File: config.mk
export PLATFORM = sky130hd
export DESIGN_NAME = chan_scan_mux_par
export DESIGN_NICKNAME = d
export VERILOG_FILES = /design/src/rtl/chan_scan_mux_par.sv
export SDC_FILE = /design/constraint.sdc
export NUM_CORES = 1
export LEC_CHECK = 0
export BUFFER_PORTS_ARGS = -buffer_cell sky130_fd_sc_hd__buf_4
export CORE_MARGIN = 2
export CORE_UTILIZATION = 49
export DETAILED_ROUTE_END_ITERATION = 10
export PLACE_DENSITY = 0.81
export SYNTH_ARGS = -nofsm -noshare
export SYNTH_HDL_FRONTEND = slang
export SYNTH_SLANG_ARGS = --single-unit
File: constraint.sdc
create_clock -name clk -period 4.1 [get_ports clk]
set_input_delay 0.41 -clock clk [delete_from_list [all_inputs] [get_ports clk]]
set_output_delay 0.41 -clock clk [all_outputs]
set_load 0.1 [all_outputs]
File: src/rtl/chan_scan_mux_par.sv
// Channel selector with a fixed-index mode and an ascending one-pass sweep over enabled channels.
// The selected word is registered together with its parity and offered on a valid/ready output.
module chan_scan_mux_par #(
  parameter int WIDTH   = 8,
  parameter int NCH     = 4,
  parameter int SELW    = 2,
  parameter int PAR_ODD = 0
) (
  input  logic                   clk,
  input  logic                   rst_n,
  input  logic                   start,
  input  logic                   mode,
  input  logic [SELW-1:0]        sel_in,
  input  logic [NCH-1:0]         ch_en,
  input  logic [NCH*WIDTH-1:0]   data_in,
  output logic [WIDTH-1:0]       out_data,
  output logic [SELW-1:0]        out_ch,
  output logic                   out_par,
  output logic                   out_err,
  output logic                   out_valid,
  input  logic                   out_ready,
  output logic                   busy
);

  typedef enum logic [1:0] {IDLE, LOAD, HOLD} state_e;

  state_e            state_q, state_d;
  logic              mode_q, mode_d;
  logic [SELW-1:0]   ptr_q, ptr_d;
  logic [NCH-1:0]    mask_q, mask_d;
  logic [WIDTH-1:0]  data_q, data_d;
  logic [SELW-1:0]   ch_q, ch_d;
  logic              par_q, par_d;
  logic              err_q, err_d;
  logic              valid_q, valid_d;
  logic              busy_q, busy_d;

  logic [WIDTH-1:0]  selWord;
  logic [SELW-1:0]   firstEn;
  logic [SELW-1:0]   nextPtr;
  logic              nextFound;
  logic              ptrErr;

  // Index-compare mux, so a non-power-of-two NCH simply yields zero for unused indices.
  always_comb begin
    selWord   = '0;
    firstEn   = '0;
    nextPtr   = '0;
    nextFound = 1'b0;
    for (int k = NCH - 1; k >= 0; k--) begin
      if (ptr_q == SELW'(k)) selWord = data_in[k*WIDTH +: WIDTH];
      if (ch_en[k]) firstEn = SELW'(k);
      if (mask_q[k] && (k > int'(ptr_q))) begin
        nextPtr   = SELW'(k);
        nextFound = 1'b1;
      end
    end
    ptrErr = !mode_q && (int'(ptr_q) >= NCH);
  end

  always_comb begin
    state_d = state_q;
    mode_d  = mode_q;
    ptr_d   = ptr_q;
    mask_d  = mask_q;
    data_d  = data_q;
    ch_d    = ch_q;
    par_d   = par_q;
    err_d   = err_q;
    valid_d = valid_q;
    unique case (state_q)
      IDLE: begin
        if (start && !mode) begin
          mode_d  = 1'b0;
          ptr_d   = sel_in;
          mask_d  = '0;
          state_d = LOAD;
        end else if (start && mode && (ch_en != '0)) begin
          mode_d  = 1'b1;
          ptr_d   = firstEn;
          mask_d  = ch_en;
          state_d = LOAD;
        end
      end
      LOAD: begin
        data_d  = ptrErr ? '0 : selWord;
        ch_d    = ptr_q;
        err_d   = ptrErr;
        par_d   = (^data_d) ^ (PAR_ODD != 0);
        valid_d = 1'b1;
        state_d = HOLD;
      end
      HOLD: begin
        if (valid_q && out_ready) begin
          valid_d = 1'b0;
          if (mode_q && nextFound) begin
            ptr_d   = nextPtr;
            state_d = LOAD;
          end else begin
            state_d = IDLE;
          end
        end
      end
      default: state_d = IDLE;
    endcase
    busy_d = (state_d != IDLE);
  end

  always_ff @(posedge clk or negedge rst_n) begin
    if (!rst_n) begin
      state_q <= IDLE;
      mode_q  <= 1'b0;
      ptr_q   <= '0;
      mask_q  <= '0;
      data_q  <= '0;
      ch_q    <= '0;
      par_q   <= 1'b0;
      err_q   <= 1'b0;
      valid_q <= 1'b0;
      busy_q  <= 1'b0;
    end else begin
      state_q <= state_d;
      mode_q  <= mode_d;
      ptr_q   <= ptr_d;
      mask_q  <= mask_d;
      data_q  <= data_d;
      ch_q    <= ch_d;
      par_q   <= par_d;
      err_q   <= err_d;
      valid_q <= valid_d;
      busy_q  <= busy_d;
    end
  end

  assign out_data  = data_q;
  assign out_ch    = ch_q;
  assign out_par   = par_q;
  assign out_err   = err_q;
  assign out_valid = valid_q;
  assign busy      = busy_q;

endmodule

======== After elaboration in Yosys (flattened, before gate mapping) ========
Index checks and enable logic that the tools add are counted.
word-level totals
  bits in registers ....................... 22
  bits in latches ......................... 0
  memory bits (writable) .................. 0
  memory bits (read-only) ................. 0
  output and inout bits ................... 14
  logic and storage cells ................. 70
  memories kept ........................... 0
operators by class
  add/sub/neg operators ................... 0
  $mul .................................... 0
  div/mod/pow operators ................... 0
  magnitude comparators ................... 3
  eq/ne operators ......................... 8
  shift operators ......................... 0
  multiplexer cells ....................... 30
  bitwise logic cells ..................... 0
  reductions and logical operators ........ 20
operators with widths
  cell                  number
  $mux W8               4
  $mux W2               14
  $logic_and A1 B1 Y1   8
  $mux W4               2
  $reduce_bool A2 Y1    4
  $reduce_xor A8 Y1     1
  $mux W1               7
  $eq A2 B2 Y1 const B  3
  $pmux W2 S3           1
  $eq A2 B1 Y1 const B  2
  $gt A2 B2 Y1 const A  2
  $logic_not A2 Y1      2
  $ne A2 B2 Y1 const B  2
  $pmux W2 S2           1
  $reduce_and A2 Y1     2
  $reduce_and A4 Y1     1
  $reduce_bool A4 Y1    1
  $ne A3 B3 Y1 const B  1
  $gt A1 B2 Y1 const A  1
  $pmux W1 S2           1
  $logic_not A1 Y1      1

======== Logic depth before layout (Yosys ltp) ========
  depth in word-level cells ............... 10
  mapped depth ............................ 6
  depth with buffers taken out ............ 5

======== Worst setup path after synthesis ========
Ideal clock, no wire load.
  kind .................................... reg-to-reg
  start ................................... reg valid_q (netlist: out_valid)
  end ..................................... reg ptr_q[0]
  data arrival time ....................... 1.649 ns
  data required time ...................... 3.975 ns
  setup slack ............................. 2.326 ns
  stages on the path, launching flop included .. 5
  path buffers ............................ 0
  clock period less this slack ............ 1.774 ns
  path through ............................ dfrtp_1 > nand4_1 > a21oi_1 > o21bai_1 > mux2_2
on the way
  longest elaborated chain between the ends .. 3
ends and longest elaborated chain
  item                         RTL line  source
  start: declaration           35        logic valid_q, valid_d;
  start signal: assignment     130       valid_q <= valid_d;
  $logic_and A1 B1 Y1          94        if (valid_q && out_ready) begin
  $ne A2 B2 Y1 (no line)       n/a
  $reduce_and A4 Y1 (no line)  n/a
  end signal: assignment       124       ptr_q <= ptr_d;
  end: declaration             29        logic [SELW-1:0] ptr_q, ptr_d;
No other way between the ends.
A chain may end at the register's enable or synchronous reset.

======== Worst setup path after layout ========
  start ................................... reg ptr_q[0]
  end ..................................... reg par_q (netlist: out_par)
on the way
  longest elaborated chain between the ends .. 6
ends and longest elaborated chain
  item                    RTL line  source
  $eq A2 B2 Y1            51        if (ptr_q == SELW'(k)) selWord = data_in[k*WIDTH +: WIDTH];
  $mux W8 (3 in a row)    51
  $mux W8 (*)             51
  $reduce_xor A8 Y1 (*)   89        par_d = (^data_d) ^ (PAR_ODD != 0);
  end signal: assignment  128       par_q <= par_d;
  end: declaration        33        logic par_q, par_d;
Every way passes the cells marked *; elsewhere a longest branch is shown, timed or not.

==> key figures <==
Worst setup path
  – Crit path kind: register to register
  – Origin of the critical flop-to-flop path: ptr_q[0]
  – Worst endpoint required time: 4.25 ns
  – FF-to-FF path depth: 5
  – Worst Setup Start Kind: register
  – Slack of the worst reg-to-reg path: 1.95 ns
  – CP endpoint: out_par
  – CP most frequent cell: xnor2_1
  – Arrival time of the worst setup path: 2.30 ns
  – Largest stage delay on the critical path: 0.72 ns
  – CP max stage cell: dfrtp_1
  – Crit path max fanout: 13
  – Worst Setup SP: ptr_q[0]
  – CP Cell Sequence: mux4_1 > xnor2_1 > xnor2_1 > xnor2_1 > a21oi_1
  – CP Capture Type: register
  – Worst r2r dst: out_par

Finish
  – Area of the multi-input gates: 629 µm²
  – Fillers: 161
  – Area grow syn2layout: 37.9%
  – Finished Layout Cells: 184
  – Share of layout cells above drive strength 1: 49.4%
  – Most frequent cells in the layout: 55 x buf_4, 21 x dfrtp_1, 12 x mux2_2
  – Nets: 200
  – Diode count: 0
  – Register area: 526 µm²
  – Commonest non-fill, non-tap cell in the layout: buf_4

Place
  – Port bufs: 55
  – GP Congestion: 0.775
  – DPL Wire Length: 2100 µm
  – Placed Cells: 179

Timing
  – Max transition margin: 31.5%
  – Max-slew violation count: 0
  – Total Neg Setup Slack: 0 ns
  – Max Freq: 0.465 GHz
  – RSZ-0062 raised after global routing: no
  – Min Clock Period, post-route: 2.15 ns
  – Hold slack: 0.356 ns
  – Tightest Pin Transition: 1.03 ns
  – Final Setup Violations: 0
  – Tcrit/Tclk final: 52.5%
  – Clk_skew: 0.00788 ns
  – Final hold violations: 0

Routing
  – DRC Markers: 0
  – DR iter-0 viols: 7
  – DR pass1 iterations: 4
  – Via-to-Cell Ratio: 5.46
  – DRT Wirelength: 2680 µm
  – WL/cell: 14.5 µm
  – Antenna viol nets, final: 0
  – Vias post-DR: 1005

Floorplan
  – Die X: 53.7 µm
  – Starting Density: 53.1%
  – FP Rows: 17
  – Core Area: 0.00228 mm²
  – Die area: 0.00288 mm²
  – Die height: 53.7 µm
  – I/O pins: 57

Yosys
  – Total number of yosys warnings: 0
  – Netlist cell types: 29
  – Area leader, netlist: dfrtp_1
  – Synth Cell Area: 0.00121 mm²
  – Post-Syn Instances: 100
  – #FFs+latches synth: 21
  – Sequential area share after synthesis: 43.5%
  – Syn avg cell area: 12.1 µm²
  – Synth top area share: 43.5%
  – Post-synth top flop: dfrtp_1
  – Async set or reset register ratio after synthesis: 100%
  – Mapped Nets: 143
  – EDFF count, synth: 0
  – Largest cells by area after synthesis: dfrtp_1 43%, mux2_2 11%, mux4_2 9.3%

GRT
  – M1 GR Usage: 24.5%
  – Initial antenna violation count: 0
  – GR Util All Layers: 19.7%
  – Layer with the highest usage: met2
  – Gr ovfl total: 0
  – First-pass GRT wire length: 4150 µm
  – Vias in the first global route: 989
  – Global Route met2 Usage: 33.9%
  – Met3 Resource Use GR: 4.17%
  – Largest net degree at the start of global routing: 22

Clock network
  – Clk pin slew, worst setup/hold paths: 0.12 ns
  – Clk buf depth: 2
  – Worst-skew pair later-pin latency: 0.30 ns
  – CTS tree: done
  – Total CTS buffers: 3
  – Setup Fix Bufs, Post-CTS: 0
  – CTS H-Tree Depth: 1
  – Root buf cell: clkbuf_4
  – CTS sink cnt: 21

Run
  – Max_cap viols: 0

Run status
  – Status: finished, final reports clean

Min path
  – Min-Delay Path Depth: 3
  – Min-Delay Path Class: primary input to register
cell usage after synthesis, drive strengths merged, types with 3 or more instances:
| cell type | number |
|---|---|
| a21o | 3 |
| a21oi | 6 |
| buf | 3 |
| dfrtp | 21 |
| inv | 7 |
| mux2 | 13 |
| mux4 | 8 |
| nand2b | 3 |
| nand3 | 3 |
| nor2 | 4 |
| nor2b | 4 |
| o21ai | 6 |
| xnor2 | 7 |
worst max-delay path, delay by kind of cell (launching register included):
family,cells,cell delay [ns]
flops,1,0.72
mux,1,0.68
xor+xnor,3,0.53
compound gates,1,0.08
cells by family (layout without fill, tap and decap cells):
group           Yosys count  after routing  share of synthesized area [%]
compound gates           21             21                           11.0
xor+xnor                  7              7                           5.07
buf+inv                  11             67                           4.45
flops                    21             21                           43.5
mux                      21             21                           28.0
other cells               1              1                          0.310
simple gates             18             18                           7.76
flip-flops by register name (all words and copies together) (netlist names):
name / cells
out_par: 1
out_ch: 2
mask_q: 3
out_valid: 1
ptr_q: 2
state_q: 2
out_data: 8
mode_q: 1
busy: 1
how the worst min path moves through the flow:
stage	startpoint	endpoint
final	ch_en[3]	mask_q[3]
after CTS	ch_en[3]	mask_q[3]
after floorplan	rst_n	busy
after global routing	ch_en[2]	mask_q[2]
after global placement	rst_n	out_data[0]
after detailed placement	rst_n	out_data[1]
stage by stage:
stage / instance area [µm²] / setup slack, ns / util, %
after floorplan: 1210 / 2.33 / -
final: 1670 / 1.95 / 73.2
after detailed placement: 1630 / 1.95 / 71.6
after global routing: 1670 / 1.78 / 73.2
after CTS: 1670 / 1.93 / 73.2
after global placement: 1630 / 2.03 / 71.6
per-layer routing:
layer  vias to the layer above  routed length, µm
met1                       473               1090
li1                        479                  -
met4                         0                 19
met5                         -                  0
met3                         2                280
met2                        51               1290
cell type report:
class	count	area share (%)
Multi-Input combinational cell	68	37.8
Clock buffer	3	1.35
Clock inverter	1	0.300
Timing Repair Buffer	56	25.4
Tap cell	28	2.10
Inverter	7	1.58
Sequential cell	21	31.5
repair_timing:
action / CTS / global route
hold endpoints to repair: 21 / 0
resized for setup: 0 / 0
hold buffers: 1 / 0
Power is not shown: default switching activity piles up to over one toggle a cycle in this logic, so the estimate is an artifact.
